[src/rtl/mux_truth_sweep.sv]
// rtl/mux_truth_sweep.sv - sweep all 16 ABCD vectors, capture g/h truth tables, compare to expected
// Optional macro SWEEP_SYNC_INPUTS_EN: 2-flop synchronise g_in/h_in and hold each vector 2 extra cycles.
module mux_truth_sweep #(
    parameter int SETTLE_CYCLES = 4
) (
    input  logic        clk,
    input  logic        rst_n,
    input  logic        start,
    input  logic [15:0] exp_g,
    input  logic [15:0] exp_h,
    output logic [3:0]  abcd_out,
    input  logic        g_in,
    input  logic        h_in,
    output logic        busy,
    output logic        done,
    output logic        pass,
    output logic [15:0] g_table,
    output logic [15:0] h_table,
    output logic [5:0]  err_count,
    output logic [3:0]  first_err_idx
);

    generate
        if (SETTLE_CYCLES < 1 || SETTLE_CYCLES > 255) begin : g_bad_settle
            $error("SETTLE_CYCLES must be in 1..255");
        end
    endgenerate

    logic g_smp;
    logic h_smp;

`ifdef SWEEP_SYNC_INPUTS_EN
    localparam int HOLD = SETTLE_CYCLES + 2;

    logic [1:0] g_sync_q;
    logic [1:0] h_sync_q;

    always_ff @(posedge clk or negedge rst_n) begin
        if (!rst_n) begin
            g_sync_q <= 2'b00;
            h_sync_q <= 2'b00;
        end else begin
            g_sync_q <= {g_sync_q[0], g_in};
            h_sync_q <= {h_sync_q[0], h_in};
        end
    end

    assign g_smp = g_sync_q[1];
    assign h_smp = h_sync_q[1];
`else
    localparam int HOLD = SETTLE_CYCLES;

    assign g_smp = g_in;
    assign h_smp = h_in;
`endif

    localparam logic [8:0] CNT_LAST = 9'(HOLD - 1);

    typedef enum logic [1:0] {
        ST_IDLE  = 2'd0,
        ST_SWEEP = 2'd1,
        ST_CHECK = 2'd2
    } state_t;

    state_t      state_q, state_d;
    logic [3:0]  idx_q, idx_d;
    logic [8:0]  cnt_q, cnt_d;
    logic [15:0] g_tab_q, g_tab_d;
    logic [15:0] h_tab_q, h_tab_d;
    logic [15:0] exp_g_q, exp_g_d;
    logic [15:0] exp_h_q, exp_h_d;
    logic        busy_q, busy_d;
    logic        done_q, done_d;
    logic        pass_q, pass_d;
    logic [5:0]  err_q, err_d;
    logic [3:0]  first_q, first_d;

    logic [15:0] mis_g;
    logic [15:0] mis_h;
    logic [5:0]  err_calc;
    logic [3:0]  first_calc;

    // Descending scan so the lowest mismatching index is the last one written.
    always_comb begin
        mis_g      = g_tab_q ^ exp_g_q;
        mis_h      = h_tab_q ^ exp_h_q;
        err_calc   = 6'd0;
        first_calc = 4'd0;
        for (int i = 15; i >= 0; i--) begin
            err_calc = err_calc + 6'(mis_g[i]) + 6'(mis_h[i]);
            if (mis_g[i] || mis_h[i]) begin
                first_calc = 4'(i);
            end
        end
    end

    always_comb begin
        state_d = state_q;
        idx_d   = idx_q;
        cnt_d   = cnt_q;
        g_tab_d = g_tab_q;
        h_tab_d = h_tab_q;
        exp_g_d = exp_g_q;
        exp_h_d = exp_h_q;
        busy_d  = busy_q;
        done_d  = 1'b0;
        pass_d  = pass_q;
        err_d   = err_q;
        first_d = first_q;

        case (state_q)
            ST_IDLE: begin
                if (start) begin
                    state_d = ST_SWEEP;
                    idx_d   = 4'd0;
                    cnt_d   = 9'd0;
                    g_tab_d = 16'd0;
                    h_tab_d = 16'd0;
                    exp_g_d = exp_g;
                    exp_h_d = exp_h;
                    busy_d  = 1'b1;
                    pass_d  = 1'b0;
                    err_d   = 6'd0;
                    first_d = 4'd0;
                end
            end
            ST_SWEEP: begin
                if (cnt_q == CNT_LAST) begin
                    cnt_d          = 9'd0;
                    g_tab_d[idx_q] = g_smp;
                    h_tab_d[idx_q] = h_smp;
                    if (idx_q == 4'd15) begin
                        state_d = ST_CHECK;
                    end else begin
                        idx_d = idx_q + 4'd1;
                    end
                end else begin
                    cnt_d = cnt_q + 9'd1;
                end
            end
            ST_CHECK: begin
                pass_d  = (mis_g == 16'd0) && (mis_h == 16'd0);
                err_d   = err_calc;
                first_d = first_calc;
                done_d  = 1'b1;
                busy_d  = 1'b0;
                state_d = ST_IDLE;
            end
            default: begin
                state_d = ST_IDLE;
            end
        endcase
    end

    always_ff @(posedge clk or negedge rst_n) begin
        if (!rst_n) begin
            state_q <= ST_IDLE;
            idx_q   <= 4'd0;
            cnt_q   <= 9'd0;
            g_tab_q <= 16'd0;
            h_tab_q <= 16'd0;
            exp_g_q <= 16'd0;
            exp_h_q <= 16'd0;
            busy_q  <= 1'b0;
            done_q  <= 1'b0;
            pass_q  <= 1'b0;
            err_q   <= 6'd0;
            first_q <= 4'd0;
        end else begin
            state_q <= state_d;
            idx_q   <= idx_d;
            cnt_q   <= cnt_d;
            g_tab_q <= g_tab_d;
            h_tab_q <= h_tab_d;
            exp_g_q <= exp_g_d;
            exp_h_q <= exp_h_d;
            busy_q  <= busy_d;
            done_q  <= done_d;
            pass_q  <= pass_d;
            err_q   <= err_d;
            first_q <= first_d;
        end
    end

    assign abcd_out      = idx_q;
    assign busy          = busy_q;
    assign done          = done_q;
    assign pass          = pass_q;
    assign g_table       = g_tab_q;
    assign h_table       = h_tab_q;
    assign err_count     = err_q;
    assign first_err_idx = first_q;

endmodule

[config.mk]
export PLATFORM = sky130hd
export DESIGN_NAME = mux_truth_sweep
export DESIGN_NICKNAME = d
export VERILOG_FILES = /design/src/rtl/mux_truth_sweep.sv
export SDC_FILE = /design/constraint.sdc
export NUM_CORES = 1
export LEC_CHECK = 0
export CORE_MARGIN = 3
export CORE_UTILIZATION = 35
export CTS_BUF_LIST = sky130_fd_sc_hd__clkbuf_16
export DETAILED_ROUTE_END_ITERATION = 10
export DONT_BUFFER_PORTS = 1
export HOLD_SLACK_MARGIN = 0.15
export PLACE_DENSITY = 0.6
export SETUP_SLACK_MARGIN = 0.1
export SLEW_MARGIN = 20
export SYNTH_ARGS = -nofsm -noshare
export SYNTH_HDL_FRONTEND = slang
export SYNTH_SLANG_ARGS = --single-unit
export TNS_END_PERCENT = 10
[constraint.sdc]
create_clock -name clk -period 7.55 [get_ports clk]
set_clock_uncertainty 0.1 [all_clocks]
set_input_delay 1.1325 -clock clk [delete_from_list [all_inputs] [get_ports clk]]
set_output_delay 1.1325 -clock clk [all_outputs]
set_load 0.01 [all_outputs]
# Word level (Yosys, flattened, before mapping)
# Cells that the tools add are included.
[word_totals] ff_bits=92 latch_bits=0 mem_bits_rw=0 rom_bits=0 inputBits=37 output_inout_bits=49 elab_cells=130 memories=0
[classes] n_addsub=33 mul=0 div_mod_pow=0 magnitude_cmp=2 n_eq_ne=8 n_shift=0 n_mux=44 bitwise_logic=2 reduce_logical=29
[op_table] operator="6-bit by 1-bit adder with 6-bit output" count=26
[op_table] operator="4-bit two-way mux" count=19
[op_table] operator="16-bit one-hot mux with 2 select lines" count=2
[op_table] operator="16-bit two-way mux" count=3
[op_table] operator="16-bit bitwise mux" count=2
[op_table] operator="16-bit logical NOT" count=2
[op_table] operator="16-bit XOR" count=2
[op_table] operator="9-bit two-way mux" count=2
[op_table] operator="9-bit one-hot mux with 2 select lines" count=1
[op_table] operator="1-bit logical OR" count=16
[op_table] operator="4-bit one-hot mux with 2 select lines" count=2
[op_table] operator="6-bit one-hot mux with 2 select lines" count=1
[op_table] operator="9-bit by 1-bit adder with 9-bit output (second input constant)" count=1
[op_table] operator="9-bit by 2-bit equality test with 1-bit output (second input constant)" count=1
[op_table] operator="2-bit inequality test (second input constant)" count=4
[op_table] operator="5-bit by 1-bit adder with 6-bit output" count=1
[op_table] operator="2-bit two-way mux" count=3
[op_table] operator="6-bit two-way mux" count=1
[op_table] operator="2-bit AND reduction" count=3
[op_table] operator="3-bit AND reduction" count=2
[op_table] operator="4-bit by 1-bit adder with 5-bit output" count=1
[op_table] operator="4-bit by 5-bit < comparator with 1-bit output (second input constant)" count=1
[op_table] operator="3-bit by 1-bit adder with 4-bit output" count=1
[op_table] operator="4-bit by 1-bit adder with 4-bit output (second input constant)" count=1
[op_table] operator="14 further kinds" count=20

# Depth between registers and ports, before layout
# Gate-level depths: netlist of the first run.
[depth] word_depth=33 ltp_mapped=17 ltp_nobuf=17

# Worst setup path before layout of the first run
# No wires, ideal clock.
[synth_timing] path_kind="flip-flop to flip-flop" startpoint="register g_tab_q[5], in the netlist g_table[5]" endpoint="register err_q[4], in the netlist err_count[4]" setup_ns=0.131 t_arrival_ns=5.056 t_required_ns=7.319 setup_slack_ns=2.262 path_stages_with_launch=18 path_buffers=0 synth_period_minus_slack_ns=5.288 path_cell_list="dfrtp_1 -> xor2_1 -> inv_1 -> fa_1 -> inv_1 -> fa_1 -> fa_1 -> fa_1 -> inv_1 -> fa_1 -> fa_1 -> inv_1 -> ha_1 -> fa_1 -> a21o_1 -> a21oi_1 -> xor2_1 -> o21ai_0"
[synth_via] elab_chain_cells=14
[synth_lines] item="start, declared" line="68" rtl="logic [15:0] g_tab_q, g_tab_d;"
[synth_lines] item="start signal, assigned" line="173" rtl="g_tab_q <= g_tab_d;"
[synth_lines] item="16-bit XOR" line="85" rtl="mis_g = g_tab_q ^ exp_g_q;"
[synth_lines] item="6-bit by 1-bit adder with 6-bit output (12 in a row)" line="90" rtl="err_calc = err_calc + 6'(mis_g[i]) + 6'(mis_h[i]);"
[synth_lines] item="6-bit one-hot mux with 2 select lines" line="111" rtl="case (state_q)"
[synth_lines] item="end signal, assigned" line="180" rtl="err_q <= err_d;"
[synth_lines] item="end, declared" line="75" rtl="logic [5:0] err_q, err_d;"
# No other way between the ends.
# A chain may end at the register's enable or synchronous reset.

# Worst setup path in the final report of the first run
# Ends and elaborated chain as after synthesis.

==> run_results.csv, run 1 <==
group,metric,value,unit
run,maxCapViolations,0,
status,status,"complete, no violations",
route,final_antenna_net_count,0,
route,wl,13200,um
die,dieArea,16300,um^2
timing,max_freq,180,MHz
yosys,synth_xor_area_share,6.42,%
yosys,synth_fa_ha_area_share,12.4,%
clock_tree,post_cts_buffers,0,
route,drt-vias-per-instance,5.07,
critical_path,r2r_setup_slack,2000,ps
clock_tree,path_clk_slew,60,ps
yosys,yosys.area_share.simple,19.6,%
critical_path,crit_fanout,4,
layout,fillers,1442,
yosys,netlist_area,5180,um^2
yosys,synth_top_family_by_area,"simple AND/OR/NAND/NOR gates",
yosys,yosys_warnings,0,
die,ioPinCount,86,
route,drt_iter0_drc,234,
layout,seq_area,2300,um^2
clock_tree,cts_resized,0,
worst_hold_path,holdCritPathClass,"input pin to asynchronous set/reset pin",
timing,slew_violations,0,
route,drcViolationCount,0,
die,start_util,36.5,%
clock_tree,cts_tree,"done",
timing,final.setup.worst_slack,2000,ps
critical_path,crit_path_start_kind,"flip-flop",
yosys,synth_flop_cell,"dfrtp_1",
global_route,grt_usage,17.3,%
timing,finalHoldViolCount,0,
route,route.vias.total,3633,
layout,drive_gt1_share,5.41,%
die,core_area,14200,um^2
yosys,synth_cells,537,
clock_tree,clock_latency,350,ps
placement,port_buffers,0,
yosys,ys_seq_area_share,44.4,%
timing,period_minus_slack,5550,ps
critical_path,cp.arrival,5660,ps
placement,dp_hpwl,10100,um
critical_path,worstSetupPathType,"flip-flop to flip-flop",
yosys,avgSynthCellArea,9.65,um^2
placement,placed_area,5350,um^2
timing,setup_viol,0,
clock_tree,cts-root-buf,"clkbuf_16",
critical_path,cp-end-kind,"flip-flop",
clock_tree,ctsHoldBuffers,0,
yosys,async_flop_share,100,%
layout,antenna_cells,0,
layout,finalNetCount,605,
yosys,synth_edf_count,0,
yosys,ys_ff_latch,92,
global_route,overflow,0,
layout,multi_input_area,2650,um^2
layout,utilization,39.5,%
yosys,synth.distinct_cells,47,
timing,worstMarginPinSlew,928,ps
global_route,grt_pass1_vias,3764,
clock_tree,cts_num_sinks,92,
placement,gp_congestion,0.911,
die,die_h,128,um
global_route,grt_first_pass_wirelength,21500,um
global_route,grt_max_degree,93,
clock_tree,htreeDepth,3,
clock_tree,numCtsBuffers,9,
critical_path,worstPathRequired,7660,ps
clock_tree,clockBufferDepth,2,
route,wire_per_inst,18.5,um
die,die_w,128,um
yosys,synth_compound_area_share,6.74,%
placement,dp_slack,1970,ps
die,fp-row-count,43,
layout,stdcell_area,5610,um^2
timing,post-route-period-util,73.5,%
timing,tns,0,ps
timing,rsz0062_at_grt,"false",
yosys,synth_mux_area_share,5.79,%
route,dr.pass1.iters,5,
global_route,antenna_found_initial,0,
layout,area_growth,8.31,%
yosys,syn_nets,611,
timing,slew_headroom,38.0,%
## cells by family (layout without fill, tap and decap cells)
logic type	after synthesis	count (layout)
muxes	30	30
and+or+nand+nor	223	223
DFF	92	92
xor gates and xnor gates	38	38
buffers and inverters	63	62
AOI/OAI and AO/OA	54	54
adders and majority gates	37	37
## stage by stage
stage | hold WS, ps | instances
floorplan | 366 | 537
global placement | 380 | 700
detailed placement | 383 | 700
global route | 361 | 716
CTS | 364 | 716
finish | 381 | 716
## placed cells by master, fill, tap and decap left out, types with 9 or more instances in the layout
cell type / Yosys / final
clkbuf_16: 0 / 9
inv_1: 43 / 44
fa_1: 24 / 24
o21ai_0: 19 / 19
nor2_1: 19 / 19
xnor2_1: 12 / 12
ha_1: 13 / 13
mux2i_1: 30 / 30
dfrtp_1: 92 / 92
xor2_1: 26 / 26
nand2_1: 152 / 152
nand3_1: 14 / 14
## synthesized netlist by cell type (4+ instances only)
library cell  number  area share (%)
a21oi_1            7            0.68
and3_1             5            0.60
buf_2              4            0.39
clkbuf_1          13            0.94
dfrtp_1           92              44
fa_1              24             9.3
ha_1              13             3.1
inv_1             43             3.1
mux2i_1           30             5.8
nand2_1          152              11
nand3_1           14             1.4
nand4_1            6            0.72
nor2_1            19             1.4
nor3b_2            6             1.4
nor4_1             4            0.48
o21ai_0           19             1.8
xnor2_1           12             2.0
xor2_1            26             4.4
## per-layer routing
layer | global-route usage (%) | vias to the layer above | routed length [um]
met5 | 0 | - | 0
met4 | 5.87 | 0 | 255
met3 | 5.88 | 17 | 991
met2 | 26.2 | 90 | 6100
met1 | 23.2 | 1791 | 5890
li1 | - | 1735 | -
## final timing paths
kind / start / endpoint / cells after the start
min reg2reg: exp_g_q[11] / exp_g_q[11] / 2
max in group asynchronous: rst_n / exp_h_q[0] / 0
min in group clk: exp_g_q[11] / exp_g_q[11] / 2
max: g_table[5] / err_count[4] / 17
min: rst_n / err_count[2] / 0
max reg2reg: g_table[5] / err_count[4] / 17
## layout make-up
cell class / count / area share [%]
Multi-Input combinational cell: 382 / 47.1
Sequential cell: 92 / 41.0
Clock buffer: 9 / 4.01
Tap cell: 180 / 4.01
Inverter: 44 / 2.94
Clock inverter: 7 / 0.624
Timing Repair Buffer: 2 / 0.267
## flip-flops by register name, indices dropped and copies added (netlist names)
| name | cells |
|---|---|
| pass | 1 |
| exp_h_q | 16 |
| busy | 1 |
| done | 1 |
| cnt_q | 9 |
| h_table | 16 |
| g_table | 16 |
| abcd_out | 4 |
| first_err_idx | 4 |
| exp_g_q | 16 |
| err_count | 6 |
| state_q | 2 |
## critical path, stage by stage (launching register included)
cell     delay [ps]
dfrtp_1         440
xor2_1          300
inv_1           110
fa_1            540
inv_1            50
fa_1            470
fa_1            520
fa_1            550
inv_1            50
fa_1            500
fa_1            540
inv_1            40
ha_1            210
fa_1            400
a21o_1          170
a21oi_1         170
xor2_1          170
o21ai_0          90
Power of run 1 is not shown: default switching activity piles up to over one toggle a cycle in this logic, so the estimate is an artifact.
==> run 2, diff against run 1 <==
--- a/config.mk
+++ b/config.mk
@@ -11,7 +11,7 @@
 export DETAILED_ROUTE_END_ITERATION = 10
 export DONT_BUFFER_PORTS = 1
 export HOLD_SLACK_MARGIN = 0.15
-export PLACE_DENSITY = 0.6
+export PLACE_DENSITY = 0.62
 export SETUP_SLACK_MARGIN = 0.1
 export SLEW_MARGIN = 20
 export SYNTH_ARGS = -nofsm -noshare
==> constraint.sdc (replaced) <==
create_clock -name clk -period 4.6 [get_ports clk]
set_clock_uncertainty 0.1 [all_clocks]
set_input_delay 0.69 -clock clk [delete_from_list [all_inputs] [get_ports clk]]
set_output_delay 0.69 -clock clk [all_outputs]
set_load 0.01 [all_outputs]
==> run 2 against run 1 <==
Against the previous run:
- the run now ends with setup timing left
- hold slack worse by 250 ps
- non-clock buffer count rose by 42
- die area unchanged
- count of clock-buffer cells in the layout unchanged
- flip-flop and latch count unchanged
- via count is 4.4% higher
- cell count increased by 5.9%
- critical path depth is the same
- setup slack worse by 2500 ps
- core utilization increased by 3.1 points
- routed wire length increased by 4.4%
- first-iteration DRC count up 32%
- largest cell class unchanged
==> run_results.csv, run 2 (synthesized netlist as in run 1, its figures left out) <==
group,metric,value,unit
route,drt-vias-per-instance,5.01,
status,violations,"setup timing",
global_route,grt_first_pass_wirelength,21600,um
critical_path,crit_path_start_kind,"flip-flop",
timing,setup_viol,5,
timing,period_minus_slack,5090,ps
route,final_antenna_net_count,0,
die,die_w,128,um
clock_tree,numCtsBuffers,9,
die,dieArea,16300,um^2
timing,post-route-period-util,111,%
route,wl,13800,um
global_route,overflow,0,
global_route,antenna_found_initial,0,
timing,slew_violations,0,
global_route,grt_max_degree,93,
die,fp-row-count,43,
route,drt_iter0_drc,309,
critical_path,cp-end-kind,"flip-flop",
critical_path,cp.arrival,5210,ps
timing,worstMarginPinSlew,910,ps
route,route.vias.total,3794,
clock_tree,cts-root-buf,"clkbuf_16",
timing,tns,-1690,ps
critical_path,worstSetupPathType,"flip-flop to flip-flop",
timing,final.setup.worst_slack,-488,ps
clock_tree,cts_tree,"done",
layout,final_common_cell,"nand2_1",
timing,finalHoldViolCount,0,
layout,layout_common_cells,"nand2_1, dfrtp_1, buf_4, inv_1, mux2i_1",
global_route,grt_pass1_vias,3890,
die,die_h,128,um
clock_tree,htreeDepth,3,
global_route,grt_usage,17.3,%
route,drt-met1-wl,5990,um
layout,finalNetCount,647,
timing,slew_headroom,39.2,%
status,status,"complete, but fails checks",
placement,placed_area,5670,um^2
placement,gp_congestion,0.893,
clock_tree,clock_latency,360,ps
layout,area_growth,16.7,%
route,drcViolationCount,0,
timing,fin_hold_ws,128,ps
die,core_area,14200,um^2
route,dr.pass1.iters,5,
clock_tree,clockBufferDepth,2,
placement,dp_hpwl,10400,um
clock_tree,cts_num_sinks,92,
route,route.met2.wl,6480,um
clock_tree,path_clk_slew,60,ps
route,top_layer_used,"met4",
layout,drive_gt1_share,15.1,%
placement,port_buffers,0,
timing,max_freq,197,MHz
critical_path,crit_fanout,3,
die,start_util,36.5,%
route,wire_per_inst,18.2,um
layout,antenna_cells,0,
critical_path,worstPathRequired,4720,ps
timing,rsz0062_at_grt,"true",
run,maxCapViolations,0,
route,wl_met3,1130,um
layout,stdcell_area,6050,um^2
die,ioPinCount,86,
worst_hold_path,holdCritPathClass,"input pin to asynchronous set/reset pin",
==> run 2: worst paths after layout <==
check,start,endpoint,slack (ps),cells after the start
setup / recovery,exp_h_q[9],err_count[4],-490,17
max in group asynchronous,rst_n,exp_g_q[5],3850,1
hold / removal,rst_n,exp_g_q[1],130,1
hold reg to reg,exp_h_q[11],exp_h_q[11],400,2
min in group clk,exp_g[8],exp_g_q[8],330,2
setup reg to reg,exp_h_q[9],err_count[4],-490,17
==> run 2: metal layers <==
metal | vias up | track usage, %
met4 | 0 | 5.31
met2 | 114 | 27.6
li1 | 1814 | -
met5 | - | 0
met1 | 1851 | 22.2
met3 | 15 | 6.25
==> run 2: per-stage QoR <==
step	instances	utilization, %	setup WS, ps
finish	758	42.6	-488
global placement	738	39.9	-443
detailed placement	738	39.9	-544
global route	758	42.6	-665
CTS	756	42.3	-498
floorplan	537	-	-440
==> run 2: critical path, cell delays in order (launching register included) <==
cell and delay (ps):
dfrtp_1 400, xnor2_1 130, buf_4 150, fa_1 510
fa_1 510, fa_1 500, inv_2 40, fa_1 520
inv_1 50, fa_1 450, fa_1 490, inv_1 40
ha_2 180, fa_2 360, a21o_1 190, a21oi_2 130
xor2_1 150, o21ai_1 70
==> run 2: timing repair <==
item / in CTS / in global routing
hold buffers: 1 / 0
endpoints found under the hold margin: 92 / 0
endpoints found under the setup margin: 5 / 6
resized for setup: 3 / 6
setup buffers: 1 / 2
pin swaps: 6 / 5
==> run 2: layout make-up <==
class	count	area, um^2
clock buffers	9	225
well taps	180	225
repair buffers	44	350
fillers	1417	8160
clock inverters	7	66.3
inverters	44	165
flip-flops and latches	92	2300
multi-input cells	382	2710
Power of run 2 is left out for the same reason.
==> run 3, diff against run 2 <==
--- a/config.mk
+++ b/config.mk
@@ -7,11 +7,10 @@
 export LEC_CHECK = 0
 export CORE_MARGIN = 3
 export CORE_UTILIZATION = 35
-export CTS_BUF_LIST = sky130_fd_sc_hd__clkbuf_16
 export DETAILED_ROUTE_END_ITERATION = 10
 export DONT_BUFFER_PORTS = 1
 export HOLD_SLACK_MARGIN = 0.15
-export PLACE_DENSITY = 0.62
+export PLACE_DENSITY = 0.6
 export SETUP_SLACK_MARGIN = 0.1
 export SLEW_MARGIN = 20
 export SYNTH_ARGS = -nofsm -noshare
==> constraint.sdc (replaced) <==
create_clock -name clk -period 4.9 [get_ports clk]
set_clock_uncertainty 0.1 [all_clocks]
set_input_delay 0.735 -clock clk [delete_from_list [all_inputs] [get_ports clk]]
set_output_delay 0.735 -clock clk [all_outputs]
set_load 0.01 [all_outputs]
==> run 3 against run 2 <==
Against the previous run:
- the flow still finishes with violations (setup timing)
- non-clock buffer count decreased by 6
- cell count fell by 0.92%
- via count is 0.87% lower
- flip-flop and latch count is the same
- count of clock-buffer cells in the layout grew 2
- routed wire length is 0.97% lower
- hold slack improved by 54 ps
- maximum frequency grew 0.82%
- global-route usage rose by 0.32 points
- first-iteration DRC count fell by 25%
- register-to-register slack better by 340 ps
- final area is essentially flat
- critical path type unchanged
- highest routed layer unchanged
==> run_results.csv, run 3 (synthesized netlist as in run 1, its figures left out) <==
group,metric,value,unit
status,status,"complete, but fails checks",
status,violations,"setup timing",
die,die_h,128,um
clock_tree,cts_tree,"done",
critical_path,worstSetupPathType,"flip-flop to flip-flop",
die,die_w,128,um
timing,slew_violations,0,
route,route.vias.total,3761,
layout,fillers,1380,
layout,final_common_cell,"nand2_1",
timing,post-route-period-util,103,%
critical_path,endpoint,"err_count[4]",
global_route,grt_first_pass_wirelength,22000,um
timing,max_freq,198,MHz
route,dr.pass1.iters,6,
route,drcViolationCount,0,
global_route,overflow,0,
global_route,antenna_found_initial,0,
global_route,grt_max_degree,93,
timing,finalHoldViolCount,0,
layout,drive_gt1_share,14.7,%
timing,fin_hold_ws,182,ps
clock_tree,clockBufferDepth,2,
timing,slew_headroom,38.6,%
timing,period_minus_slack,5050,ps
critical_path,cp-end-kind,"flip-flop",
clock_tree,path_clk_slew,60,ps
critical_path,crit_fanout,2,
layout,layout_common_cells,"nand2_1, dfrtp_1, inv_1, buf_4, mux2i_1",
die,fp-row-count,43,
timing,final.setup.worst_slack,-147,ps
route,drt_iter0_drc,231,
route,wl,13700,um
timing,worstMarginPinSlew,919,ps
layout,finalNetCount,641,
clock_tree,cts_num_sinks,92,
critical_path,r2r_cells,17,
route,final_antenna_net_count,0,
clock_tree,htreeDepth,3,
die,start_util,36.5,%
die,dieArea,16300,um^2
clock_tree,numCtsBuffers,9,
timing,rsz0062_at_grt,"true",
placement,dp_hpwl,10300,um
die,core_area,14200,um^2
run,maxCapViolations,0,
worst_hold_path,holdCritPathClass,"input pin to asynchronous set/reset pin",
critical_path,rr_endpoint,"err_count[4]",
global_route,grt_pass1_vias,4020,
critical_path,critPathLaunch,"h_table[1]",
layout,antenna_cells,0,
clock_tree,clock_latency,350,ps
placement,gp_congestion,0.868,
timing,tns,-339,ps
timing,setup_viol,3,
clock_tree,cts-root-buf,"clkbuf_16",
placement,port_buffers,0,
critical_path,r2r_setup_slack,-150,ps
critical_path,cp.arrival,5170,ps
route,drt-vias-per-instance,5.01,
route,wire_per_inst,18.2,um
critical_path,worstPathRequired,5020,ps
layout,area_growth,16.8,%
critical_path,r2r-start,"h_table[1]",
critical_path,crit_path_start_kind,"flip-flop",
die,ioPinCount,86,
global_route,grt_usage,17.6,%
==> run 3: routing by layer <==
metal  vias up  routed length (um)  track usage (%)
li1       1801                   -                -
met1      1818                5950             23.1
met2       115                6380             27.1
met3        27                1020             6.79
met4         0                 328             5.49
met5         -                   0                0
==> run 3: area by class of cell <==
class                      instances  area [um^2]  area share (%)
clock buffer                      11          253            4.18
clock inverter                     4         72.6            1.20
inverter                          44          165            2.73
multi-input combinational        382         2730            45.1
sequential                        92         2300            38.0
tap                              180          225            3.72
timing repair buffer              38          305            5.05
==> run 3: repair_timing <==
| item | in CTS | in global routing |
|---|---|---|
| pin swaps | 14 | 3 |
| setup buffers | 1 | 0 |
| endpoints found under the setup margin | 5 | 5 |
| endpoints found under the hold margin | 92 | 0 |
| hold buffers | 1 | 0 |
| resized for setup | 8 | 3 |
==> run 3: worst max-delay path, stage by stage (launching register included) <==
cell	delay (ps)
dfrtp_1	400
xor2_2	210
fa_1	560
inv_2	40
fa_1	460
fa_1	500
inv_2	40
fa_1	540
inv_1	50
fa_1	450
fa_1	490
inv_1	40
ha_2	170
fa_2	340
a21o_1	170
a21oi_2	140
xor2_1	150
o21ai_1	70
==> run 3: worst min-delay path by stage <==
stage	endpoint	slack, ps	depth (start not counted)
2_1_floorplan	abcd_out[0]	340	0
3_3_place_gp	err_count[3]	340	0
3_5_place_dp	err_count[3]	340	0
4_1_cts	err_count[1]	220	1
5_1_grt	err_count[2]	210	1
6_report	err_count[1]	180	1
==> run 3: per-stage QoR <==
| stage | instance area (um^2) | setup slack, ps | cells | utilization, % |
|---|---|---|---|---|
| after floorplan | 5210 | -140 | 537 | - |
| after global placement | 5640 | -272 | 734 | 39.7 |
| after detailed placement | 5640 | -335 | 734 | 39.7 |
| after CTS | 6040 | -179 | 751 | 42.5 |
| after global routing | 6050 | -331 | 751 | 42.6 |
| final | 6050 | -147 | 751 | 42.6 |
Power of run 3 is left out for the same reason.
